### src/rtl/inst_fetch.sv
// ---------------------------------------------------------------------------
// inst_fetch
//   Instruction fetch stage that sits directly in front of the decoder.
//   It holds the PC and issues one req/ack read per instruction to
//   instruction memory. The returned word is registered behind a
//   valid/stall handshake, and ins_op/func_code are split out of it.
//   PC redirects from branch/jump/jr resolution flush wrong-path work.
//
// Parameters
//   RESET_PC     PC loaded on reset (word aligned)
//
// Ports
//   clk          in   1   clock, rising edge
//   rst_n        in   1   asynchronous active-low reset
//   imem_req     out  1   registered read request
//   imem_addr    out  32  registered request address, stable while imem_req
//   imem_ack     in   1   memory completion, imem_rdata valid same cycle
//   imem_rdata   in   32  instruction word from memory
//   redirect     in   1   one-cycle pulse, load redirect_pc
//   redirect_pc  in   32  new PC, low two bits forced to zero
//   stall        in   1   decode not ready, hold the output register
//   if_valid     out  1   if_ins/if_pc hold a live instruction
//   if_ins       out  32  fetched instruction
//   if_pc        out  32  address of if_ins
//   if_pc_plus4  out  32  if_pc + 4 (wraps), jal return address
//   ins_op       out  6   if_ins[31:26]
//   func_code    out  6   if_ins[5:0]
//   fetch_cnt    out  32  delivered-instruction count (FETCH_PERF_CNT_EN only)
//
// Configuration
//   FETCH_PERF_CNT_EN  when defined, adds the fetch_cnt port and counter.
// ---------------------------------------------------------------------------
module inst_fetch #(
  parameter logic [31:0] RESET_PC = 32'h0000_0000
) (
  input  logic        clk,
  input  logic        rst_n,
  output logic        imem_req,
  output logic [31:0] imem_addr,
  input  logic        imem_ack,
  input  logic [31:0] imem_rdata,
  input  logic        redirect,
  input  logic [31:0] redirect_pc,
  input  logic        stall,
  output logic        if_valid,
  output logic [31:0] if_ins,
  output logic [31:0] if_pc,
  output logic [31:0] if_pc_plus4,
  output logic [5:0]  ins_op,
  output logic [5:0]  func_code
`ifdef FETCH_PERF_CNT_EN
  ,
  output logic [31:0] fetch_cnt
`endif
);

  // READY: nothing outstanding.
  // BUSY:  request outstanding and its data is wanted.
  // DROP:  request outstanding but its data belongs to a flushed path.
  typedef enum logic [1:0] {
    READY = 2'd0,
    BUSY  = 2'd1,
    DROP  = 2'd2
  } state_t;

  localparam logic [31:0] RESET_PC_ALIGNED = RESET_PC & ~32'd3;

  state_t      state, state_n;
  logic [31:0] pc, pc_n;
  logic        req_n;
  logic [31:0] addr_n;
  logic        valid_n;
  logic [31:0] ins_n;
  logic [31:0] ifpc_n;
  logic [31:0] redirect_target;
  logic        slot_free;

  assign redirect_target = redirect_pc & ~32'd3;

  // A launch is allowed only when the output register will be empty by
  // the time the ack can arrive, so a delivered word never overwrites a
  // live one.
  assign slot_free = !if_valid || !stall;

  // Next-state and next-register computation. Redirect has the highest
  // priority: it suppresses a launch, discards data on a simultaneous
  // ack, and always flushes the output register.
  always_comb begin
    state_n = state;
    pc_n    = pc;
    req_n   = imem_req;
    addr_n  = imem_addr;
    valid_n = if_valid;
    ins_n   = if_ins;
    ifpc_n  = if_pc;

    if (if_valid && !stall) begin
      valid_n = 1'b0;
    end

    case (state)
      READY: begin
        if (redirect) begin
          pc_n = redirect_target;
        end else if (slot_free) begin
          req_n   = 1'b1;
          addr_n  = pc;
          state_n = BUSY;
        end
      end

      BUSY: begin
        if (imem_ack) begin
          req_n   = 1'b0;
          state_n = READY;
          if (redirect) begin
            pc_n = redirect_target;
          end else begin
            ins_n   = imem_rdata;
            ifpc_n  = imem_addr;
            valid_n = 1'b1;
            pc_n    = imem_addr + 32'd4;
          end
        end else if (redirect) begin
          pc_n    = redirect_target;
          state_n = DROP;
        end
      end

      DROP: begin
        if (redirect) begin
          pc_n = redirect_target;
        end
        if (imem_ack) begin
          req_n   = 1'b0;
          state_n = READY;
        end
      end

      default: begin
        state_n = READY;
        req_n   = 1'b0;
      end
    endcase

    if (redirect) begin
      valid_n = 1'b0;
    end
  end

  // State and datapath registers.
  always_ff @(posedge clk or negedge rst_n) begin
    if (!rst_n) begin
      state     <= READY;
      pc        <= RESET_PC_ALIGNED;
      imem_req  <= 1'b0;
      imem_addr <= 32'd0;
      if_valid  <= 1'b0;
      if_ins    <= 32'd0;
      if_pc     <= 32'd0;
    end else begin
      state     <= state_n;
      pc        <= pc_n;
      imem_req  <= req_n;
      imem_addr <= addr_n;
      if_valid  <= valid_n;
      if_ins    <= ins_n;
      if_pc     <= ifpc_n;
    end
  end

  assign if_pc_plus4 = if_pc + 32'd4;
  assign ins_op      = if_ins[31:26];
  assign func_code   = if_ins[5:0];

`ifdef FETCH_PERF_CNT_EN
  logic count_en;

  // Only words actually handed to the output register count; fetches
  // dropped by a redirect do not.
  assign count_en = (state == BUSY) && imem_ack && !redirect;

  always_ff @(posedge clk or negedge rst_n) begin
    if (!rst_n) begin
      fetch_cnt <= 32'd0;
    end else if (count_en) begin
      fetch_cnt <= fetch_cnt + 32'd1;
    end
  end
`endif

  // The request address must not move while the memory is working on it.
  a_addr_stable: assert property (@(posedge clk) disable iff (!rst_n)
    (imem_req && !imem_ack) |=> (imem_addr == $past(imem_addr)));

  // A request is outstanding exactly when the FSM is not in READY.
  a_req_state: assert property (@(posedge clk) disable iff (!rst_n)
    imem_req == (state != READY));

endmodule

### config.mk
export PLATFORM = sky130hd
export DESIGN_NAME = inst_fetch
export DESIGN_NICKNAME = d
export VERILOG_FILES = /design/src/rtl/inst_fetch.sv
export SDC_FILE = /design/constraint.sdc
export NUM_CORES = 1
export LEC_CHECK = 0
export ABC_AREA = 1
export CAP_MARGIN = 30
export CORE_AREA = 2 2 101 176
export DETAILED_ROUTE_END_ITERATION = 10
export DIE_AREA = 0 0 103 178
export PLACE_DENSITY = 0.8
export SKIP_CTS_REPAIR_TIMING = 1
export SLEW_MARGIN = 25
export SYNTH_ARGS = -nofsm -noshare
export SYNTH_HDL_FRONTEND = slang
export SYNTH_SLANG_ARGS = --single-unit
### constraint.sdc
create_clock -name clk -period 2 [get_ports clk]
set_clock_uncertainty 0.05 [all_clocks]
set_input_delay 0.5 -clock clk [delete_from_list [all_inputs] [get_ports clk]]
set_output_delay 0.5 -clock clk [all_outputs]
set_load 0.05 [all_outputs]
=== Yosys cells after proc, flatten, opt, wreduce, memory -nomap -nowiden ===
Index checks and enable logic that the tools add are counted.

* $add $sub $neg: 2
* Multipliers: 0
* Divide/modulo/power cells: 0
* Order comparisons: 0
* Equality and inequality tests: 7
* Shift-type cells: 0
* Mux-type cells: 18
* Bitwise gates (word level): 1
* Reduce and logical (&&, ||, !) cells: 12

{| class="wikitable"
|+ Operators by type and width
! operator !! count
|-
| 32-bit two-way mux || 3
|-
| 32-bit by 3-bit adder with 32-bit output (second input constant) || 2
|-
| 32-bit case mux with 2 select lines || 1
|-
| 2-bit two-way mux || 5
|-
| 3-bit AND reduction || 3
|-
| 1-bit two-way mux || 7
|-
| 2-bit inequality test (second input constant) || 3
|-
| 2-bit case mux with 3 select lines || 1
|-
| 4-bit AND reduction || 1
|-
| 2-bit OR reduction || 2
|-
| 3-bit inequality test (second input constant) || 1
|-
| 2-bit by 1-bit == test with 1-bit output (second input constant) || 1
|-
| 2-bit == test (second input constant) || 1
|-
| 1-bit zero test || 2
|-
| 2-bit zero test || 1
|-
| 2-bit by 1-bit inequality test with 1-bit output (second input constant) || 1
|-
| 1-bit case mux with 2 select lines || 1
|-
| 2-bit nonzero test || 1
|-
| 1-bit logical AND || 1
|-
| 1-bit logical OR || 1
|-
| 1-bit inverter || 1
|}

* Flip-flop bits (word level): 132
* Latch bits: 0
* RAM bits: 0
* Memory bits (read-only): 0
* Input bits: 69
* Output and inout port bits: 142
* Logic and storage cells: 47
* Memories kept: 0

=== Logic depth before layout (Yosys ltp) ===
Gate-level depths: netlist of the first run.

* Depth in word-level cells: 6
* Depth in mapped cells: 11
* Mapped depth without buffers: 11

=== Worst setup path after synthesis of the first run ===
No wires, ideal clock.

* Kind: register to output
* From: reg if_pc[2]
* To: out if_pc_plus4[24]
* Arrival time: 2.499 ns
* Path slack: -1.049 ns
* Cell stages (with the launch flop): 10
* Cell sequence: dfrtp_1 -> ha_1 -> nand2_1 -> inv_1 -> nand4_1 -> nor2_2 -> nand2_2 -> nor2_4 -> nand2_1 -> xnor2_1

* Longest elaborated chain between the ends: 1

{| class="wikitable"
|+ Ends and longest elaborated chain
! what !! RTL line !! text
|-
| from (decl) || 47 || <nowiki>output logic [31:0] if_pc,</nowiki>
|-
| from (signal assigned) || 168 || <nowiki>if_pc <= ifpc_n;</nowiki>
|-
| 32-bit by 3-bit adder with 32-bit output || 172 || <nowiki>assign if_pc_plus4 = if_pc + 32'd4;</nowiki>
|-
| to (decl) || 48 || <nowiki>output logic [31:0] if_pc_plus4,</nowiki>
|}

No other way between the ends.

=== Final worst setup path of the first run ===
* From: reg if_pc[3]
* To: out if_pc_plus4[20]

The elaborated chain is that of the path after synthesis.

==> results of run 1 <==
metal layers:
layer	vias up	share of wire (%)	global-route usage, %
li1	3397	-	-
met1	3448	34	25.8
met2	269	55	47.6
met3	84	5.1	3.76
met4	0	5.4	14.4
met5	-	0	0
cell families after synthesis:
kind of cell             synth area share, %
XOR/XNOR                                4.14
AO/OA/AOI/OAI                           11.3
AND/OR/NAND/NOR                         23.0
multiplexers                            6.27
buffers and inverters                   8.25
adder cells (fa/ha/maj)                 1.04
flip-flops                              46.0
through the flow:
stage | std cells | worst slack [ns]
global placement | 1357 | -0.353
detailed placement | 1357 | -0.398
floorplan | 861 | -0.544
global route | 1402 | -0.841
CTS | 1389 | -0.879
finish | 1402 | -0.783
area by class of cell:
type / instances / area (um^2)
sequential: 132 / 3340
clock inverter: 13 / 196
inverter: 98 / 368
timing repair buffer: 323 / 3150
fill: 1290 / 5080
tap: 227 / 284
clock buffer: 19 / 443
multi-input combinational: 590 / 4000
critical path, cell delays in order, from the launching register on:
cell and delay [ns]:
dfrtp_2 0.40, ha_4 0.15, nand2_2 0.05, inv_2 0.05, nand4_1 0.13, nor2_2 0.20, nand2_2 0.10, nor2_4 0.15
buf_12 0.14, buf_6 0.11, xor2_4 0.16, buf_12 0.15
path summary, 6_finish.rpt:
path / from / endpoint / slack, ns
max: if_pc[3] / if_pc_plus4[20] / -0.78
min: pc[28] / pc[28] / 0.43
max reg2reg: state[1] / pc[8] / 0.14
min reg2reg: pc[28] / pc[28] / 0.43
max in group asynchronous: rst_n / imem_addr[21] / 0.79
min in group asynchronous: rst_n / pc[7] / 0.49
power groups by stage:
stage | clock (mW) | sequential, mW | combinational (mW)
2_1_floorplan | 0 | 8.43 | 4.81
3_3_place_gp | 0 | 5.11 | 13.2
3_5_place_dp | 0 | 5.18 | 13.4
4_1_cts | 3.43 | 5.16 | 13.4
5_1_grt | 3.55 | 5.38 | 14.5
6_report | 3.39 | 5.21 | 13.8
Yosys cell counts (2+ instances only):
| cell | count |
|---|---|
| nand2_1 | 200 |
| dfrtp_1 | 132 |
| inv_1 | 94 |
| nor2_1 | 76 |
| o21ai_0 | 60 |
| a21oi_1 | 38 |
| mux2_1 | 37 |
| nand3_1 | 31 |
| xor2_1 | 25 |
| nand4_1 | 16 |
| buf_4 | 15 |
| clkbuf_1 | 14 |
| buf_2 | 12 |
| nand2_2 | 11 |
| nor3_1 | 10 |
| nor2_4 | 9 |
| xnor2_1 | 9 |
| a211oi_1 | 6 |
| ha_1 | 6 |
| nor2_2 | 6 |
| o221ai_1 | 6 |
| o22ai_1 | 6 |
| o21ai_1 | 5 |
| o31ai_1 | 5 |
| o32ai_1 | 5 |
| a22oi_1 | 4 |
| inv_2 | 3 |
| mux2_2 | 3 |
| a31oi_1 | 2 |
| nand3b_1 | 2 |
| nor2_8 | 2 |
sequential cells by signal, summed over array words and instances, names as in the netlist:
signal     count
imem_addr     32
if_ins        32
pc            32
state          2
if_pc         32
imem_req       1
if_valid       1
==> impl_metrics.yaml, run 1 <==
run_status:
  status: "finished, violations left"
  violations: "negative setup slack"
synthesis:
  yosysWarnings: 0
  synth_area_leaders: "dfrtp_1, nand2_1, mux2_1"
  synth.avg_cell_area_um2: 8.34
  ys_types: 42
  synth_top_cell_by_area: "dfrtp_1"
  synth-main-ff-cell: "dfrtp_1"
  synth_top_area_share_pct: 46.0
  synth_cells: 861
  yosysSeqAreaShare_pct: 46.0
  synth_seq_cells: 132
  synth.net_count: 936
  async_flop_share_pct: 100
  syn_area_um2: 7180
  synth-edff-count: 0
place:
  dpl_cell_area_um2: 10700
  port_buffers: 208
  gp_congestion: 0.895
  hpwl_mm: 18.3
drt:
  drt-total-wl_mm: 24.0
  vias: 7198
  dr.pass1.iters: 6
  drc_errors: 0
  avgViaCountPerCell: 5.13
  routedWlPerCell_um: 17.1
  drtAntennaViolNets: 0
  drt_iter0_drc: 306
power_and_ir_drop:
  switching_share_pct: 50.1
  internal-power_mw: 11.2
  ir_drop_mv: 1.04
  power_frac_clock_pct: 15.1
  seqPwrFrac_pct: 23.3
  p_sw_mw: 11.2
  power_frac_comb_pct: 61.6
  p_per_area_nw_per_um2: 1900
  leakagePower_nw: 5.59
  power_mw: 22.4
clock_tree:
  tritoncts: "built"
  cts-root-buf: "clkbuf_16"
  htree_levels: 4
  clk_pin_slew_ns: 0.06
  cts_buffers: 17
  clock_sinks: 132
  clockBufferDepth: 2
  clkLatencyLatePin_ns: 0.42
setup_path:
  start_kind: "flop"
  crit_path_end_kind: "output pin"
  arrival_ns: 2.23
  cp.required_ns: 1.45
  critPathMaxFanout: 5
  r2r_cells: 9
  critical_path_class: "flop to output pin"
timing:
  drv_slew: 0
  holdWs_ns: 0.434
  setup_ws_ns: -0.783
  min_period_ns: 2.78
  fin_setup_tns_ns: -13.66
  max-slew-margin-rel_pct: 58.3
  finalCritPeriodShare_pct: 139
  setup_viol: 28
  fmax_ghz: 0.359
  rsz0062_at_grt: "yes"
  tightest_slew_ns: 0.623
  hold_viol: 0
cells_and_area:
  final_cell_mix: "buf_4, nand2_1, dfrtp_1, inv_1, nor2_1"
  final_common_cell: "buf_4"
  final_util_pct: 69.9
  area_growth_pct: 64.1
  drive_gt1_share_pct: 35.5
  final_net_count: 1237
  insertedDiodeCount: 0
  fin_area_um2: 11800
floorplan:
  die_area_um2: 18300
  rows: 63
  start_util_pct: 42.6
  die_h_um: 178
  die_w_um: 103
  io_pins: 211
  core_um2: 16900
grt:
  grt-ovfl-total: 0
  grt_pass1_wl_mm: 35.5
  grt_start_max_net_pins: 48
  grt_pass1_vias: 7066
  antenna_found_initial: 0
  grt_util_all_layers_pct: 25.4
run:
  cap_violations: 0
worst_hold_path:
  hold_class: "flop to flop"
  hold_path_depth: 2
No activity file was read; power rests on OpenSTA's default activity.
==> run 2: changes to the inputs <==
- CORE_AREA: 2 2 101 176 -> 2 2 96 167
- DIE_AREA: 0 0 103 178 -> 0 0 98 169
- PLACE_DENSITY: 0.8 -> 0.84
- clock period: 2 -> 3.1 ns (I/O delays scaled with it)
==> run 2 against run 1 <==
The run still ends with negative setup slack left. Clock-buffer cell count decreased by 1. Core utilization is 1.8 points lower. Wire length fell by 9.1%. Via count decreased by 6.3%. Die area decreased by 9.7%. Sequential cell count unchanged. Final cell count is 9.3% lower. Sequential power fell by 34%. Sequential share of layout area is 3.5 points higher. Non-clock buffer count is 90 lower. Worst setup slack gained 0.77 ns. Largest cell class unchanged. Largest power group unchanged.
==> impl_metrics.yaml, run 2 (synthesis results as in run 1) <==
run_status:
  status: "finished, violations left"
  violations: "negative setup slack"
timing:
  finalCritPeriodShare_pct: 100
  setup_viol: 1
  fmax_ghz: 0.322
  drv_slew: 0
  rsz0062_at_grt: "yes"
  hold_viol: 0
  holdWs_ns: 0.309
  tightest_slew_ns: 0.597
  max-slew-margin-rel_pct: 60.2
  min_period_ns: 3.11
  setup_ws_ns: -0.00968
floorplan:
  rows: 60
  die_area_um2: 16600
  start_util_pct: 47.1
  die_h_um: 169
  io_pins: 211
  die_w_um: 98
  core_um2: 15200
cells_and_area:
  final_common_cell: "nand2_1"
  n_fill_cell: 1205
  drive_gt1_share_pct: 13.0
  insertedDiodeCount: 0
  final_cell_mix: "nand2_1, clkdlybuf4s50_1, dfrtp_1, inv_1, nor2_1"
  area_growth_pct: 44.4
  fin_area_um2: 10400
  final_net_count: 1147
clock_tree:
  htree_levels: 4
  cts_buffers: 17
  clock_sinks: 132
  tritoncts: "built"
  cts-root-buf: "clkbuf_16"
  clkLatencyLatePin_ns: 0.42
  clockBufferDepth: 2
  clk_pin_slew_ns: 0.06
place:
  pre_cts_ws_ns: 0.345
  port_buffers: 208
  gp_congestion: 0.893
  dpl_cell_area_um2: 9660
  hpwl_mm: 16.5
power_and_ir_drop:
  p_sw_mw: 6.80
  power_frac_comb_pct: 58.5
  switching_share_pct: 52.0
  p_per_area_nw_per_um2: 1260
  ir_drop_mv: 0.611
  seqPwrFrac_pct: 26.4
  leakagePower_nw: 4.73
  internal-power_mw: 6.29
  power_frac_clock_pct: 15.1
drt:
  drt-total-wl_mm: 21.8
  drc_errors: 0
  avgViaCountPerCell: 5.31
  drt_iter0_drc: 496
  routedWlPerCell_um: 17.2
  dr.pass1.iters: 6
  drtAntennaViolNets: 0
  vias: 6745
worst_hold_path:
  hold_class: "input pin to asynchronous set/reset pin"
setup_path:
  crit_path_end_kind: "output pin"
  startpoint: "if_pc[2]"
  cp.required_ns: 2.27
  arrival_ns: 2.28
  r2r-end: "pc[4]"
  rr_startpoint: "state[0]"
  critical_path_class: "flop to output pin"
  crit_end: "if_pc_plus4[22]"
  critPathMaxFanout: 5
  start_kind: "flop"
  r2r_slack_ns: 1.06
  r2r_cells: 8
grt:
  grt-ovfl-total: 0
  antenna_found_initial: 0
  grt_start_max_net_pins: 50
  grt_util_all_layers_pct: 26.2
  grt_pass1_wl_mm: 34.3
  grt_pass1_vias: 6896
run:
  cap_violations: 0
run 2: changes by cell type in the layout (fill, tap and decap cells not counted), moves of 6 or more:
cell / before / now
dfrtp_1: 106 / 131
xnor2_1: 0 / 6
buf_6: 9 / 0
xnor2_4: 8 / 0
nand2_2: 19 / 11
dfrtp_2: 23 / 1
nand2_1: 186 / 199
clkdlybuf4s50_1: 65 / 181
xor2_4: 14 / 1
nor2_1: 66 / 74
buf_4: 205 / 31
nor2_4: 17 / 11
buf_12: 40 / 20
xor2_1: 8 / 18
run 2: area by class of cell:
cell class                 instances  area [um^2]  area share, %
tap                              186          233           2.24
clock inverter                    14          141           1.36
multi-input combinational        590         3430           33.1
timing repair buffer             233         2460           23.7
sequential                       132         3300           31.9
inverter                          98          368           3.55
clock buffer                      18          439           4.23
run 2: metrics by stage:
step	util (%)	TNS (ns)	std cells	total power, mW
finish	68.1	-0.00968	1271	13.1
global placement	63.4	0	1232	10.9
floorplan	-	-0.00194	861	8.29
detailed placement	63.4	0	1232	11.1
CTS	67.2	-0.382	1264	13.1
global route	68.1	-0.631	1271	13.7
run 2: power by group through the flow:
stage                     combinational (mW)  sequential [mW]  clock, mW
after global placement                  7.48             3.42          0
after CTS                               7.62             3.44       2.00
after detailed placement                7.59             3.46          0
final                                   7.66             3.46       1.97
after floorplan                         2.97             5.32          0
after global routing                    8.07             3.58       2.09
run 2: worst max-delay path, stage by stage (launching register included):
cell and delay [ns]:
dfrtp_1 0.39, ha_2 0.21, nand2_2 0.05, inv_2 0.07, nand4_1 0.13, nor2_2 0.20, nand2_2 0.09, nor2_4 0.21
nand3_2 0.12, xor2_2 0.23, buf_12 0.16
run 2: layer usage:
metal / global-route usage (%) / vias to the layer above / share of wire, %
li1: - / 3222 / -
met1: 27.5 / 3165 / 36
met2: 49.3 / 293 / 54
met3: 3.96 / 65 / 5.5
met4: 13.9 / 0 / 4.2
met5: 0 / - / 0
run 2: worst min path at each step:
| stage | startpoint | to | cells past startpoint |
|---|---|---|---|
| 4_1_cts | rst_n | if_ins[29] | 1 |
| 3_3_place_gp | pc[28] | pc[28] | 2 |
| 6_report | rst_n | if_ins[29] | 1 |
| 3_5_place_dp | pc[27] | pc[27] | 2 |
| 5_1_grt | rst_n | if_ins[23] | 1 |
| 2_1_floorplan | pc[25] | pc[25] | 2 |
==> run 3: changes to the inputs <==
- ABC_CLOCK_PERIOD_IN_PS: not set -> 3100
- PLACE_DENSITY: 0.84 -> 0.78
==> run 3 against run 2 <==
The run still ends with negative setup slack left. Critical endpoint is now if_pc_plus4[26]. Global-route usage decreased by 0.32 points. Worst setup slack got worse by 0.039 ns. Wire length fell by 1.7%. Sequential cell count unchanged. Sequential share of layout area grew 0.15 points. Critical path type unchanged. Fmax fell by 1.2%. Register-to-register slack worse by 0.05 ns. Die area stayed put. First-iteration DRC count down 19%. Final cell count down 0.47%. Non-clock buffer count down 6.
==> impl_metrics.yaml, run 3 (synthesis results as in run 1) <==
setup_path:
  arrival_ns: 2.32
  rr_startpoint: "state[0]"
  crit_path_end_kind: "output pin"
  startpoint: "if_pc[3]"
  cp.required_ns: 2.27
  critical_path_class: "flop to output pin"
  r2r_cells: 9
  start_kind: "flop"
  critPathMaxFanout: 5
grt:
  grt_pass1_vias: 6574
  grt_pass1_wl_mm: 33.8
  grt_util_all_layers_pct: 25.8
  grt_start_max_net_pins: 55
  antenna_found_initial: 0
  grt-ovfl-total: 0
floorplan:
  die_h_um: 169
  start_util_pct: 47.1
  die_w_um: 98
  core_um2: 15200
  die_area_um2: 16600
  rows: 60
  io_pins: 211
place:
  gp_congestion: 0.981
  pre_cts_ws_ns: 0.312
  dpl_cell_area_um2: 9630
  port_buffers: 208
  hpwl_mm: 16.3
  dp_cells: 1230
timing:
  fmax_ghz: 0.318
  setup_ws_ns: -0.0489
  finalCritPeriodShare_pct: 102
  setup_viol: 6
  hold_viol: 0
  holdWs_ns: 0.334
  rsz0062_at_grt: "yes"
  tightest_slew_ns: 0.656
  fin_setup_tns_ns: -0.113
  min_period_ns: 3.15
  drv_slew: 0
  max-slew-margin-rel_pct: 56.2
cells_and_area:
  seqCellArea_um2: 3300
  final_util_pct: 67.7
  area_growth_pct: 43.7
  final_common_cell: "nand2_1"
  multi_input_area_um2: 3380
  final_cell_mix: "nand2_1, clkdlybuf4s50_1, dfrtp_1, inv_1, nor2_1"
  final_net_count: 1141
  fin_area_um2: 10300
  insertedDiodeCount: 0
  drive_gt1_share_pct: 12.0
  n_fill_cell: 1234
  fin_cells: 1265
clock_tree:
  cts_buffers: 17
  htree_levels: 4
  clockBufferDepth: 2
  cts-root-buf: "clkbuf_16"
  clk_pin_slew_ns: 0.06
  clkLatencyLatePin_ns: 0.42
  tritoncts: "built"
  clock_sinks: 132
drt:
  dr.pass1.iters: 7
  drt_iter0_drc: 402
  drtAntennaViolNets: 0
  drt-total-wl_mm: 21.4
  routedWlPerCell_um: 16.9
  drc_errors: 0
  vias: 6705
  avgViaCountPerCell: 5.30
run_status:
  status: "finished, violations left"
  violations: "negative setup slack"
worst_hold_path:
  hold_class: "input pin to asynchronous set/reset pin"
power_and_ir_drop:
  ir_drop_mv: 0.825
  p_per_area_nw_per_um2: 1280
  power_mw: 13.2
  leakagePower_nw: 4.73
run:
  cap_violations: 0
-- run 3: cell count changes in the layout (fill, tap and decap cells not counted), sizes merged --
cell | previous run | this run
buf | 51 | 44
bufinv | 1 | 4
clkbuf | 18 | 17
clkinv | 5 | 2
dlymetal6s2s | 1 | 2
inv | 103 | 104
-- run 3: final timing paths --
path                                    to  slack, ns
setup reg to reg                     pc[6]       1.01
hold / removal                  if_ins[21]       0.33
min in group clk                    pc[25]       0.42
max in group asynchronous            pc[3]       1.93
hold reg to reg                     pc[25]       0.42
setup / recovery           if_pc_plus4[26]      -0.05
-- run 3: cell type report --
cell class | instances | share of cell area [%]
multi-input cells | 590 | 32.8
flip-flops and latches | 132 | 32.0
inverters | 98 | 3.56
clock buffers | 17 | 4.12
repair buffers | 227 | 23.2
clock inverters | 15 | 2.11
well taps | 186 | 2.25
-- run 3: power breakdown --
group          internal (mW)  total, mW  switching (mW)
clock network           1.37       2.21           0.843
registers               2.53       3.48           0.950
logic                   2.55       7.53            4.98
total                   6.45       13.2            6.77
-- run 3: worst max-delay path, cell delays in order (launching register included) --
cell and delay (ns):
dfrtp_1 0.39, ha_2 0.19, nand2_1 0.06, inv_2 0.08, nand4_1 0.16, nor2_4 0.21
nand2_4 0.08, nor2_4 0.22, nand3_1 0.15, xor2_2 0.20, buf_12 0.16
-- run 3: layer usage --
layer | GRT usage (%) | routed length, um | vias to the layer above
met5 | 0 | 0 | -
met4 | 14.7 | 1180 | 0
met3 | 4.00 | 1200 | 78
met2 | 47.2 | 11300 | 295
met1 | 27.9 | 7720 | 3125
li1 | - | - | 3207
